## src/rtl/canvas_clear_arbiter_if.sv

```systemverilog
// canvas_clear_arbiter_if: tool pixel handshake, clear request/status and
// the shared canvas write bus. The arbiter connects through the slave
// modport; whoever drives the tool and clear request uses the master modport.
interface canvas_clear_arbiter_if #(
    parameter int WIDTH       = 640,
    parameter int HEIGHT      = 480,
    parameter int LAYERS      = 4,
    parameter int COLOR_WIDTH = 8
);
    localparam int X_W = $clog2(WIDTH);
    localparam int Y_W = $clog2(HEIGHT);

    logic                   clear_req;
    logic [2:0]             clear_layer;
    logic                   tool_valid;
    logic                   tool_ready;
    logic [2:0]             tool_layer;
    logic [X_W-1:0]         tool_x;
    logic [Y_W-1:0]         tool_y;
    logic [COLOR_WIDTH-1:0] tool_color;
    logic [LAYERS-1:0]      wr_en;
    logic [X_W-1:0]         wr_x;
    logic [Y_W-1:0]         wr_y;
    logic [COLOR_WIDTH-1:0] wr_color;
    logic                   busy;
    logic                   clear_done;

    modport master (
        output clear_req, clear_layer, tool_valid, tool_layer, tool_x, tool_y, tool_color,
        input  tool_ready, wr_en, wr_x, wr_y, wr_color, busy, clear_done
    );

    modport slave (
        input  clear_req, clear_layer, tool_valid, tool_layer, tool_x, tool_y, tool_color,
        output tool_ready, wr_en, wr_x, wr_y, wr_color, busy, clear_done
    );
endinterface

```

## src/rtl/canvas_clear_arbiter.sv

```systemverilog
// canvas_clear_arbiter: shares the single canvas write path between the
// freehand tool and a layer-clear sweep. The tool wins any slot it asks for;
// otherwise a running clear writes the next pixel in row-major order.
// Optional feature: define CLEAR_FAIRNESS_EN to cap consecutive tool grants
// at MAX_TOOL_BURST while a clear is running; without it the tool has strict
// priority and can starve the sweep.
module canvas_clear_arbiter #(
    parameter int                     WIDTH          = 640,
    parameter int                     HEIGHT         = 480,
    parameter int                     LAYERS         = 4,
    parameter int                     MAX_TOOL_BURST = 8,
    parameter int                     COLOR_WIDTH    = 8,
    parameter logic [COLOR_WIDTH-1:0] COLOR_NONE     = {COLOR_WIDTH{1'b0}}
) (
    input  logic                  clk,
    input  logic                  reset,
    canvas_clear_arbiter_if.slave bus
);
    localparam int X_W = $clog2(WIDTH);
    localparam int Y_W = $clog2(HEIGHT);
    localparam logic [X_W-1:0] X_LAST = X_W'(WIDTH - 1);
    localparam logic [Y_W-1:0] Y_LAST = Y_W'(HEIGHT - 1);

    typedef enum logic [0:0] {ST_IDLE = 1'b0, ST_CLEAR = 1'b1} state_t;

    state_t                 state_r, state_nxt_s;
    logic [2:0]             layer_r;
    logic [X_W-1:0]         cx_r;
    logic [Y_W-1:0]         cy_r;
    logic                   tool_ready_s, tool_grant_s, clear_grant_s, last_pix_s;
    logic                   fair_block_s;
    logic [LAYERS-1:0]      wr_en_r;
    logic [X_W-1:0]         wr_x_r;
    logic [Y_W-1:0]         wr_y_r;
    logic [COLOR_WIDTH-1:0] wr_color_r;
    logic                   busy_r, clear_done_r;

    // Layer numbers are 1-based; 0 and anything above LAYERS are illegal.
    function automatic logic layer_legal(input logic [2:0] layer);
        return (layer != 3'd0) && (32'(layer) <= 32'(LAYERS));
    endfunction

    // One-hot enable for a 1-based layer; illegal layers give all zeros.
    function automatic logic [LAYERS-1:0] layer_onehot(input logic [2:0] layer);
        logic [LAYERS-1:0] oh;
        oh = {LAYERS{1'b0}};
        for (int k = 0; k < LAYERS; k++) begin
            if (32'(layer) == 32'(k + 1)) begin
                oh[k] = 1'b1;
            end else begin
                oh[k] = 1'b0;
            end
        end
        return oh;
    endfunction

`ifdef CLEAR_FAIRNESS_EN
    localparam int BURST_W = $clog2(MAX_TOOL_BURST + 1);
    localparam logic [BURST_W-1:0] BURST_MAX = BURST_W'(MAX_TOOL_BURST);

    logic [BURST_W-1:0] burst_r;

    // Count back-to-back tool grants during a clear; any sweep slot resets it.
    always_ff @(posedge clk or negedge reset) begin
        if (!reset) begin
            burst_r <= {BURST_W{1'b0}};
        end else if ((state_r != ST_CLEAR) || clear_grant_s) begin
            burst_r <= {BURST_W{1'b0}};
        end else if (tool_grant_s) begin
            burst_r <= burst_r + BURST_W'(1);
        end else begin
            burst_r <= burst_r;
        end
    end

    assign fair_block_s = (state_r == ST_CLEAR) && (burst_r >= BURST_MAX);
`else
    assign fair_block_s = 1'b0;
`endif

    // State register.
    always_ff @(posedge clk or negedge reset) begin
        if (!reset) begin
            state_r <= ST_IDLE;
        end else begin
            state_r <= state_nxt_s;
        end
    end

    // Next state: start on a legal request, finish on the slot for the last pixel.
    always_comb begin
        state_nxt_s = state_r;
        case (state_r)
            ST_IDLE: begin
                if (bus.clear_req && layer_legal(bus.clear_layer)) begin
                    state_nxt_s = ST_CLEAR;
                end else begin
                    state_nxt_s = ST_IDLE;
                end
            end
            ST_CLEAR: begin
                if (clear_grant_s && last_pix_s) begin
                    state_nxt_s = ST_IDLE;
                end else begin
                    state_nxt_s = ST_CLEAR;
                end
            end
            default: state_nxt_s = ST_IDLE;
        endcase
    end

    // Slot arbitration: tool first, then the sweep while clearing.
    always_comb begin
        tool_ready_s  = !fair_block_s;
        tool_grant_s  = bus.tool_valid && tool_ready_s;
        last_pix_s    = (cx_r == X_LAST) && (cy_r == Y_LAST);
        if (state_r == ST_CLEAR) begin
            clear_grant_s = !tool_grant_s;
        end else begin
            clear_grant_s = 1'b0;
        end
    end

    // Sweep position and latched layer; counters sit at zero while idle.
    always_ff @(posedge clk or negedge reset) begin
        if (!reset) begin
            layer_r <= 3'd0;
            cx_r    <= {X_W{1'b0}};
            cy_r    <= {Y_W{1'b0}};
        end else if (state_r == ST_IDLE) begin
            cx_r <= {X_W{1'b0}};
            cy_r <= {Y_W{1'b0}};
            if (state_nxt_s == ST_CLEAR) begin
                layer_r <= bus.clear_layer;
            end else begin
                layer_r <= layer_r;
            end
        end else if (clear_grant_s) begin
            if (cx_r == X_LAST) begin
                cx_r <= {X_W{1'b0}};
                cy_r <= (cy_r == Y_LAST) ? {Y_W{1'b0}} : cy_r + Y_W'(1);
            end else begin
                cx_r <= cx_r + X_W'(1);
                cy_r <= cy_r;
            end
        end else begin
            cx_r <= cx_r;
            cy_r <= cy_r;
        end
    end

    // Registered write bus and status; coordinates/colour hold on empty slots.
    always_ff @(posedge clk or negedge reset) begin
        if (!reset) begin
            wr_en_r      <= {LAYERS{1'b0}};
            wr_x_r       <= {X_W{1'b0}};
            wr_y_r       <= {Y_W{1'b0}};
            wr_color_r   <= COLOR_NONE;
            busy_r       <= 1'b0;
            clear_done_r <= 1'b0;
        end else begin
            if (tool_grant_s) begin
                wr_en_r    <= layer_onehot(bus.tool_layer);
                wr_x_r     <= bus.tool_x;
                wr_y_r     <= bus.tool_y;
                wr_color_r <= bus.tool_color;
            end else if (clear_grant_s) begin
                wr_en_r    <= layer_onehot(layer_r);
                wr_x_r     <= cx_r;
                wr_y_r     <= cy_r;
                wr_color_r <= COLOR_NONE;
            end else begin
                wr_en_r    <= {LAYERS{1'b0}};
                wr_x_r     <= wr_x_r;
                wr_y_r     <= wr_y_r;
                wr_color_r <= wr_color_r;
            end
            busy_r       <= (state_nxt_s == ST_CLEAR);
            clear_done_r <= clear_grant_s && last_pix_s;
        end
    end

    assign bus.tool_ready = tool_ready_s;
    assign bus.wr_en      = wr_en_r;
    assign bus.wr_x       = wr_x_r;
    assign bus.wr_y       = wr_y_r;
    assign bus.wr_color   = wr_color_r;
    assign bus.busy       = busy_r;
    assign bus.clear_done = clear_done_r;
endmodule
```

## src/flat_wrapper.sv

```systemverilog
// flat-port wrapper written by rule: the top's interface ports become plain ports
module canvas_clear_arbiter_flat 
#(
    parameter int                     WIDTH          = 640,
    parameter int                     HEIGHT         = 480,
    parameter int                     LAYERS         = 4,
    parameter int                     MAX_TOOL_BURST = 8,
    parameter int                     COLOR_WIDTH    = 8,
    parameter logic [COLOR_WIDTH-1:0] COLOR_NONE     = {COLOR_WIDTH{1'b0}}
)
  (clk, reset, bus_clear_req, bus_clear_layer, bus_tool_valid, bus_tool_layer, bus_tool_x, bus_tool_y, bus_tool_color, bus_tool_ready, bus_wr_en, bus_wr_x, bus_wr_y, bus_wr_color, bus_busy, bus_clear_done);
  canvas_clear_arbiter_if #(.WIDTH(WIDTH), .HEIGHT(HEIGHT), .LAYERS(LAYERS), .COLOR_WIDTH(COLOR_WIDTH)) bus_i ();
  input  logic clk;
  input  logic reset;
  input wire logic [$bits(bus_i.clear_req)-1:0] bus_clear_req;
  input wire logic [$bits(bus_i.clear_layer)-1:0] bus_clear_layer;
  input wire logic [$bits(bus_i.tool_valid)-1:0] bus_tool_valid;
  input wire logic [$bits(bus_i.tool_layer)-1:0] bus_tool_layer;
  input wire logic [$bits(bus_i.tool_x)-1:0] bus_tool_x;
  input wire logic [$bits(bus_i.tool_y)-1:0] bus_tool_y;
  input wire logic [$bits(bus_i.tool_color)-1:0] bus_tool_color;
  output wire logic [$bits(bus_i.tool_ready)-1:0] bus_tool_ready;
  output wire logic [$bits(bus_i.wr_en)-1:0] bus_wr_en;
  output wire logic [$bits(bus_i.wr_x)-1:0] bus_wr_x;
  output wire logic [$bits(bus_i.wr_y)-1:0] bus_wr_y;
  output wire logic [$bits(bus_i.wr_color)-1:0] bus_wr_color;
  output wire logic [$bits(bus_i.busy)-1:0] bus_busy;
  output wire logic [$bits(bus_i.clear_done)-1:0] bus_clear_done;
  assign bus_i.clear_req = bus_clear_req;
  assign bus_i.clear_layer = bus_clear_layer;
  assign bus_i.tool_valid = bus_tool_valid;
  assign bus_i.tool_layer = bus_tool_layer;
  assign bus_i.tool_x = bus_tool_x;
  assign bus_i.tool_y = bus_tool_y;
  assign bus_i.tool_color = bus_tool_color;
  assign bus_tool_ready = bus_i.tool_ready;
  assign bus_wr_en = bus_i.wr_en;
  assign bus_wr_x = bus_i.wr_x;
  assign bus_wr_y = bus_i.wr_y;
  assign bus_wr_color = bus_i.wr_color;
  assign bus_busy = bus_i.busy;
  assign bus_clear_done = bus_i.clear_done;
  canvas_clear_arbiter #(.WIDTH(WIDTH), .HEIGHT(HEIGHT), .LAYERS(LAYERS), .MAX_TOOL_BURST(MAX_TOOL_BURST), .COLOR_WIDTH(COLOR_WIDTH), .COLOR_NONE(COLOR_NONE)) u_core (.clk(clk), .reset(reset), .bus(bus_i));
endmodule
```

## config.mk

```make
export PLATFORM = sky130hd
export DESIGN_NAME = canvas_clear_arbiter_flat
export DESIGN_NICKNAME = d
export VERILOG_FILES = /design/src/rtl/canvas_clear_arbiter_if.sv /design/src/rtl/canvas_clear_arbiter.sv /design/src/flat_wrapper.sv
export SDC_FILE = /design/constraint.sdc
export NUM_CORES = 1
export LEC_CHECK = 0
export BUFFER_PORTS_ARGS = -buffer_cell sky130_fd_sc_hd__buf_4
export CORE_MARGIN = 10
export CORE_UTILIZATION = 45
export CTS_CLUSTER_DIAMETER = 40
export DETAILED_ROUTE_END_ITERATION = 10
export GPL_ROUTABILITY_DRIVEN = 1
export HOLD_SLACK_MARGIN = 0.15
export PLACE_DENSITY = 0.66
export SLEW_MARGIN = 20
export SYNTH_ARGS = -nofsm -noshare
export SYNTH_HDL_FRONTEND = slang
export SYNTH_SLANG_ARGS = --single-unit
```

## constraint.sdc

```tcl
create_clock -name clk -period 4.6 [get_ports clk]
set_input_delay 0.69 -clock clk [delete_from_list [all_inputs] [get_ports clk]]
set_output_delay 0.69 -clock clk [all_outputs]
set_load 0.02 [all_outputs]
```

==> impl_metrics.toml, run 1 <==
[clock_tree]
postCtsHoldBufs = 0
cts_tree = "done"
post-cts-setup-buffer-count = 0
postCtsResizedCells = 0
cts-htree-levels = 2
clk_pin_slew_ps = 90
cts-buffers-inserted = 5
cts_buffer_depth = 2
cts_root_buf = "clkbuf_8"
insertion_delay_ps = 310
clock-sinks = 55

[placed_design]
gp_congestion = 0.750
post-place-ws_ps = 2290
dp.final_hpwl_mm = 4.27
port_buffers = 69

[sta]
fin_crit_ps = 1960
rsz0062_at_grt = "no"
fmax_mhz = 511
skew_ps = 4.23
slew_violations = 0
setup_ws_ps = 2640
tns_ps = 0
hold_viol = 0
final-setup-viol-count = 0
max_slew_margin_pct = 54.2
finalCritPeriodShare_pct = 42.5
tightest_slew_ps = 687

[synthesis]
synth-async-reset-ratio_pct = 100
synthTopCellsByArea = "dfrtp_1, mux2i_1, nand2_1"
synth_cells = 243
ys.flop_type = "dfrtp_1"
ys_seq_area_share_pct = 53.9
synth-seq-cells = 55
netlist.area_leader.share_pct = 53.9
ys_types = 41
avgSynthCellArea_um2 = 10.5
synth_edf_count = 0
syn_nets = 282
synth_warnings = 0
synth_area_um2 = 2550
synth_top_area_cell = "dfrtp_1"

[floorplan]
fp.coreArea_um2 = 5510
fp-row-count = 27
ios = 71
die_area_um2 = 9080
fp.dieW_um = 95.3
start_util_pct = 46.4
die_y_um = 95.3

[setup_path]
path_class = "input pin to flop"
cp_max_fo = 58
cp.buffers_inverters = 1
worstSetupStartpointType = "input pin"
path_cells = "buf_4, nand3b_1, o31ai_4, o21ai_1, a22o_1"
worst-endpoint-arrival_ps = 2160
cp-end-kind = "flop"
critical-path-slowest-cell = "o31ai_4"
max_stage_delay_ps = 490
critical_path.top_delay_family = "compound AO/OA/AOI/OAI gates"
cp_data_required_time_ps = 4800

[routing]
ant_nets = 0
drt_wl_total_mm = 5.95
dr_total_vias = 2018
drc_errors = 0
via_per_inst = 5.28
drt_iter0_markers = 92
firstDrtPassIters = 4
wl_per_cell_um = 15.6

[run_status]
status = "complete, no violations"

[power_and_ir_drop]
ir_drop_v = 0.000181
p_leak_nw = 1.65
p_total_mw = 1.08
p_per_area_nw_per_um2 = 334

[global_routing]
grt_max_degree = 59
grt_usage_pct = 13.4
grt_pass1_vias = 2036
antenna_found_initial = 0
gr-total-overflow = 0
grt_pass1_wl_mm = 9.86

[flow_run]
maxCapViolations = 0

[layout]
mostFrequentLayoutCell = "buf_4"
diodes = 0
syn_to_final_growth_pct = 26.9
num-nets-final = 348
final_cell_mix = "buf_4, dfrtp_1, nand2_1"
layout-drive-gt1-share_pct = 28.1

[worst_hold_path]
hold_path_class = "input pin to async pin"
-- layer usage --
layer	track usage (%)	wire length (um)	up-vias
li1	-	-	991
met1	16.7	2600	962
met2	20.6	2760	53
met3	5.34	477	12
met4	4.99	108	0
met5	0	0	-
-- through the flow --
stage / hold slack, ps / std cells / instance area, um2 / util [%]
floorplan: 394 / 243 / 2550 / -
global placement: 481 / 374 / 3120 / 56.7
detailed placement: 483 / 374 / 3120 / 56.7
CTS: 442 / 382 / 3240 / 58.8
global route: 463 / 382 / 3240 / 58.8
finish: 417 / 382 / 3240 / 58.8
-- Yosys cell counts, types with 2 or more instances --
| master | number |
|---|---|
| nand2b_1 | 2 |
| o21ai_0 | 22 |
| nor3_1 | 4 |
| inv_1 | 4 |
| ha_1 | 2 |
| xor2_1 | 3 |
| o21ai_1 | 4 |
| clkbuf_1 | 8 |
| and3_1 | 4 |
| a21boi_0 | 2 |
| nor2b_1 | 5 |
| nand3b_1 | 2 |
| nand3_1 | 6 |
| or3_1 | 2 |
| nor4_1 | 2 |
| and2_1 | 2 |
| mux2_2 | 4 |
| mux2i_1 | 17 |
| xnor2_1 | 5 |
| a31o_2 | 2 |
| dfrtp_1 | 55 |
| buf_2 | 2 |
| nor3b_1 | 2 |
| nor2_1 | 15 |
| a21oi_1 | 6 |
| nand2_1 | 32 |
| nand4_1 | 5 |
| a22o_1 | 11 |
-- logic make-up after synthesis --
kind of cell	after synthesis	synth area share [%]
compound gates	51	13.3
xor+xnor	8	2.75
fa+ha+maj	2	0.980
buf+inv	15	2.45
flops	55	53.9
mux	22	8.87
other cells	1	0.147
simple gates	89	17.6
-- registers in the layout (all words and copies together) (netlist names) --
register	count
u_core.cy_r	9
u_core.state_r	1
u_core.bus.wr_en	4
u_core.bus.wr_y	9
u_core.bus.wr_color	8
u_core.bus.wr_x	10
u_core.bus.clear_done	1
u_core.layer_r	3
u_core.cx_r	10
-- power breakdown --
group	internal (mW)	switching, mW	total, mW	leakage [nW]
sequential	0.526	0.0479	0.574	0.706
combinational	0.0855	0.0920	0.177	0.885
clock	0.176	0.153	0.329	0.0612
-- final timing paths --
kind,startpoint,endpoint,slack (ps),cells past startpoint
min,reset,u_core.layer_r[0]$_DFFE_PN0P_,420,1
max,bus_tool_valid,u_core.cy_r[7]$_DFFE_PN0P_,2640,5
max in group asynchronous,reset,u_core.bus.wr_x[4]$_DFFE_PN0P_,3730,1
min reg2reg,u_core.bus.wr_color[2]$_DFFE_PN0P_,u_core.bus.wr_color[2]$_DFFE_PN0P_,500,1
max reg2reg,u_core.cy_r[0]$_DFFE_PN0P_,u_core.cy_r[3]$_DFFE_PN0P_,2720,5
min in group clk,u_core.bus.wr_color[2]$_DFFE_PN0P_,u_core.bus.wr_color[2]$_DFFE_PN0P_,500,1
-- area by class of cell --
class	count	area [um2]
tap	72	90.1
inverter	4	15.0
timing repair buffer	70	526
sequential	55	1380
fill	509	2270
multi-input combinational	173	1110
clock inverter	2	35.0
clock buffer	6	82.6
Power figures use the tool's default switching activity.
==> inputs of run 2 (changes only) <==
--- a/config.mk
+++ b/config.mk
@@ -12,7 +12,7 @@
 export DETAILED_ROUTE_END_ITERATION = 10
 export GPL_ROUTABILITY_DRIVEN = 1
 export HOLD_SLACK_MARGIN = 0.15
-export PLACE_DENSITY = 0.66
+export PLACE_DENSITY = 0.69
 export SLEW_MARGIN = 20
 export SYNTH_ARGS = -nofsm -noshare
 export SYNTH_HDL_FRONTEND = slang
==> constraint.sdc (replaced) <==
create_clock -name clk -period 1.63 [get_ports clk]
set_input_delay 0.2445 -clock clk [delete_from_list [all_inputs] [get_ports clk]]
set_output_delay 0.2445 -clock clk [all_outputs]
set_load 0.02 [all_outputs]
==> run 2 against run 1 <==
- combinational power grew to 3.6 times the previous value
- sequential power rose to 2.8 times the previous value
- final cell count increased by 11%
- sequential share of layout area down 4.7 points
- core utilization up 7.2 points
- highest routed layer unchanged
- critical path depth down 1
- largest cell class unchanged
==> impl_metrics.toml, run 2 (synthesized netlist as in run 1, its figures left out) <==
[layout]
fin_util_pct = 66.0
final_cell_mix = "buf_4, dfrtp_1, nand2_1"
num-nets-final = 391
syn_to_final_growth_pct = 42.5
mostFrequentLayoutCell = "buf_4"
layout-drive-gt1-share_pct = 32.0
fill_cells = 480
diodes = 0

[power_and_ir_drop]
ir_drop_v = 0.000579
p_int_mw = 2.44
p_leak_nw = 1.86
switchingPower_mw = 0.853
seq_power_share_pct = 48.4
power.share.switching_pct = 25.9
combPwrFrac_pct = 19.6
p_per_area_nw_per_um2 = 905
clockPowerShare_pct = 32.0

[routing]
ant_nets = 0
drt_wl_total_mm = 6.34
drt_iter0_markers = 72
via_per_inst = 5.17
drc_errors = 0
firstDrtPassIters = 4
dr_total_vias = 2198
wl_per_cell_um = 14.9

[floorplan]
start_util_pct = 46.4
die_y_um = 95.3
die_area_um2 = 9080
fp-row-count = 27
fp.coreArea_um2 = 5510
fp.dieW_um = 95.3
ios = 71

[clock_tree]
cts-buffers-inserted = 5
insertion_delay_ps = 300
clk_pin_slew_ps = 100
cts_buffer_depth = 2
cts_tree = "done"
cts_root_buf = "clkbuf_8"
cts-htree-levels = 2
clock-sinks = 55

[setup_path]
cp.buffers_inverters = 0
critical-path-slowest-cell = "or3b_4"
cp-end-kind = "flop"
cp_max_fo = 5
worstSetupStartpointType = "flop"
worst-endpoint-arrival_ps = 1810
critical_path.top_delay_family = "compound AO/OA/AOI/OAI gates"
reg2reg_depth = 4
path_class = "flop to flop"
cp_data_required_time_ps = 1830
critical_path_depth = 4
max_stage_delay_ps = 430
path_cells = "or3b_4, o31ai_4, o21ai_1, a22o_1"

[placed_design]
gp_congestion = 0.883
dp.final_hpwl_mm = 4.59
post-place-ws_ps = 36.6
port_buffers = 69

[sta]
finalCritPeriodShare_pct = 98.8
rsz0062_at_grt = "yes"
fmax_mhz = 621
final-setup-viol-count = 0
max_slew_margin_pct = 54.4
fin_crit_ps = 1610
setup_ws_ps = 19.0
skew_ps = 3.20
tightest_slew_ps = 684
hold_viol = 0
slew_violations = 0

[worst_hold_path]
hold_depth = 3
hold_path_class = "input pin to flop"

[run_status]
status = "complete, no violations"

[global_routing]
antenna_found_initial = 0
grt_pass1_wl_mm = 10.5
grt_usage_pct = 14.0
grt_max_degree = 56
gr-total-overflow = 0
grt_pass1_vias = 2241

[flow_run]
maxCapViolations = 0
-- run 2: cell count changes in the layout (fill, tap and decap cells not counted), sizes merged --
cell,delta
bufinv,+1
clkbuf,-1
clkinvlp,+1
buf,+24
dlygate4sd3,+19
clkinv,-1
-- run 2: final timing paths --
kind / from / end / slack [ps]
worst min register to register: u_core.bus.wr_color[7]$_DFFE_PN0P_ / u_core.bus.wr_color[7]$_DFFE_PN0P_ / 510
worst min-delay path: bus_tool_y[0] / u_core.bus.wr_y[0]$_DFFE_PN0P_ / 160
max in group asynchronous: reset / u_core.bus.wr_color[3]$_DFFE_PN0P_ / 660
worst max register to register: u_core.cx_r[8]$_DFFE_PN0P_ / u_core.cy_r[6]$_DFFE_PN0P_ / 20
worst max-delay path: u_core.cx_r[8]$_DFFE_PN0P_ / u_core.cy_r[6]$_DFFE_PN0P_ / 20
min in group asynchronous: reset / u_core.layer_r[0]$_DFFE_PN0P_ / 520
-- run 2: tightest hold or removal path, cell delays in order --
cell and delay [ps]:
buf_4 80, nand2_1 40, o21ai_0 60
-- run 2: layout make-up --
class,count,area (um2),share of cell area [%]
clock buffers,5,68.8,1.89
inverters,4,15.0,0.413
clock inverters,3,67.6,1.86
well taps,72,90.1,2.48
flip-flops and latches,55,1380,37.9
multi-input cells,173,1120,30.9
repair buffers,113,896,24.6
-- run 2: power by group through the flow --
| stage | registers, mW | clock network [mW] | logic, mW |
|---|---|---|---|
| 6_report | 1.59 | 1.05 | 0.646 |
| 5_1_grt | 1.61 | 1.15 | 0.716 |
| 4_1_cts | 1.59 | 1.08 | 0.625 |
| 3_5_place_dp | 1.61 | 0 | 0.595 |
| 3_3_place_gp | 1.61 | 0 | 0.588 |
| 2_1_floorplan | 1.69 | 0 | 0.201 |
-- run 2: repair_timing --
| item | CTS | global route |
|---|---|---|
| endpoints found under the setup margin | 0 | 9 |
| hold endpoints to repair | 69 | 4 |
| gates resized for setup | 0 | 3 |
| hold buffers | 15 | 4 |
| buffers inserted | 0 | 2 |
-- run 2: metrics by stage --
step	setup TNS (ps)	area, um2	power, mW	std cells	hold WS (ps)
floorplan	0	2550	1.89	243	-51.1
global placement	0	3290	2.20	396	335
detailed placement	0	3290	2.21	396	336
CTS	0	3570	3.29	419	152
global route	-359	3640	3.48	425	152
finish	0	3640	3.29	425	159
-- run 2: metal layers --
| metal | global-route usage (%) | up-vias | part of all wire [%] |
|---|---|---|---|
| li1 | - | 1078 | - |
| met5 | 0 | - | 0 |
| met1 | 17.4 | 1064 | 43 |
| met3 | 4.48 | 4 | 6.2 |
| met2 | 23.6 | 52 | 51 |
| met4 | 2.24 | 0 | 0.36 |
==> inputs of run 3 (changes only) <==
--- a/config.mk
+++ b/config.mk
@@ -13,6 +13,7 @@
 export GPL_ROUTABILITY_DRIVEN = 1
 export HOLD_SLACK_MARGIN = 0.15
 export PLACE_DENSITY = 0.69
+export REMOVE_ABC_BUFFERS = 1
 export SLEW_MARGIN = 20
 export SYNTH_ARGS = -nofsm -noshare
 export SYNTH_HDL_FRONTEND = slang
==> run 3 against run 2 <==
- the flow now finishes with violations (negative setup slack)
- combinational power grew 2%
- sequential power is essentially flat
- hold slack gained 2.5 ps
- worst setup slack lost 22 ps
- global-route usage grew 0.81 points
- die area is the same
- highest routed layer unchanged
==> impl_metrics.toml, run 3 (synthesized netlist as in run 1, its figures left out) <==
[run_status]
status = "finished, violations left"
violations = "negative setup slack"

[global_routing]
grt_max_degree = 56
use_met3_pct = 5.34
gr-total-overflow = 0
grt_busiest_layer = "met2"
gr-usage-met1_pct = 18.7
grt_usage_pct = 14.8
grt_pass1_vias = 2239
grtUsageMet2_pct = 23.8
grt_pass1_wl_mm = 10.9
antenna_found_initial = 0

[power_and_ir_drop]
p_per_area_nw_per_um2 = 871
p_total_mw = 3.21
ir_drop_v = 0.000617
p_leak_nw = 1.87

[floorplan]
fp.dieW_um = 95.3
fp.coreArea_um2 = 5510
die_y_um = 95.3
die_area_um2 = 9080
ios = 71
start_util_pct = 46.4
fp-row-count = 27

[setup_path]
max_stage_delay_ps = 440
path_class = "flop to flop"
cp-end-kind = "flop"
reg2reg_slack_ps = -3
cp_max_fo = 5
cp_data_required_time_ps = 1830
critical_path.top_delay_family = "compound AO/OA/AOI/OAI gates"
worst-endpoint-arrival_ps = 1830
cp.buffers_inverters = 0
critical-path-slowest-cell = "dfrtp_1"
path_cells = "ha_4, nand3b_1, o31ai_4, o21ai_1, a22o_1"
worstSetupStartpointType = "flop"

[routing]
ant_nets = 0
dr_total_vias = 2254
drt_wl_total_mm = 6.62
via_per_inst = 5.25
drc_errors = 0
wl_per_cell_um = 15.4
drt_iter0_markers = 117
firstDrtPassIters = 5

[clock_tree]
insertion_delay_ps = 310
cts-htree-levels = 2
clock-sinks = 55
cts_root_buf = "clkbuf_8"
cts_buffer_depth = 2
cts-buffers-inserted = 5
clk_pin_slew_ps = 100
cts_tree = "done"

[flow_run]
maxCapViolations = 0

[placed_design]
port_buffers = 69
gp_congestion = 0.821
post-place-ws_ps = 26.8
dp.final_hpwl_mm = 4.66
dpl-instance-area_um2 = 3250

[sta]
skew_ps = 9.55
setup_ws_ps = -2.60
max_slew_margin_pct = 54.3
final-setup-viol-count = 1
fin_crit_ps = 1630
tightest_slew_ps = 686
finalCritPeriodShare_pct = 100
rsz0062_at_grt = "yes"
slew_violations = 0
hold_viol = 0
fmax_mhz = 613

[layout]
final_area_um2 = 3690
fill_cells = 456
syn_to_final_growth_pct = 44.6
mostFrequentLayoutCell = "buf_4"
final_cell_mix = "buf_4, dfrtp_1, nand2_1"
diodes = 0
num-nets-final = 395
layout-drive-gt1-share_pct = 30.0

[worst_hold_path]
hold_path_class = "input pin to flop"
==> run 3: timing repair <==
| action | CTS | global route |
|---|---|---|
| hold buffers | 28 | 1 |
| endpoints found under the hold margin | 82 | 1 |
| resized for setup | 1 | 2 |
| buffers inserted | 0 | 3 |
| pin swaps | 0 | 1 |
| endpoints found under the setup margin | 2 | 8 |
==> run 3: area by class of cell <==
type                    count  area [um2]  share of cell area [%]
clock buffers               6        82.6                    2.24
well taps                  72        90.1                    2.44
multi-input cells         173        1130                    30.6
repair buffers            117         963                    26.1
clock inverters             2        35.0                   0.949
inverters                   4        15.0                   0.407
flip-flops and latches     55        1380                    37.3
==> run 3: worst reg2reg max path, cell delays in order, from the launching register on <==
cell	delay [ps]
dfrtp_1	440
ha_4	170
nand3b_1	150
o31ai_4	390
o21ai_1	140
a22o_1	240
==> run 3: power by group <==
part / internal [mW] / switching, mW / total [mW]
logic: 0.355 / 0.306 / 0.662
registers: 1.49 / 0.123 / 1.61
clock network: 0.498 / 0.445 / 0.943
total: 2.34 / 0.875 / 3.21
==> run 3: path summary, 6_finish.rpt <==
check | from | end | cells past startpoint
max | u_core.cx_r[0]$_DFFE_PN0P_ | u_core.cy_r[6]$_DFFE_PN0P_ | 5
min | bus_tool_color[4] | u_core.bus.wr_color[4]$_DFFE_PN0P_ | 2
max reg2reg | u_core.cx_r[0]$_DFFE_PN0P_ | u_core.cy_r[6]$_DFFE_PN0P_ | 5
min reg2reg | u_core.bus.wr_color[5]$_DFFE_PN0P_ | u_core.bus.wr_color[5]$_DFFE_PN0P_ | 1
max in group asynchronous | reset | u_core.bus.wr_y[7]$_DFFE_PN0P_ | 2
min in group asynchronous | reset | u_core.bus.wr_x[4]$_DFFE_PN0P_ | 2
==> run 3: routing by layer <==
metal  vias to the layer above  wire [um]  share of wire, %
li1                       1084          -                 -
met1                      1096       2840                43
met2                        64       3180                48
met3                        10        536               8.1
met4                         0         63              0.95
met5                         -          0                 0
==> run 3: through the flow <==
stage | instances | utilization (%) | TNS, ps | hold WS [ps]
6_report | 429 | 67.0 | -2.60 | 162
5_1_grt | 429 | 67.0 | -379 | 151
4_1_cts | 425 | 66.2 | 0 | 151
3_5_place_dp | 389 | 58.9 | 0 | 336
3_3_place_gp | 389 | 58.9 | 0 | 341
2_1_floorplan | 232 | - | -5090 | -51.1
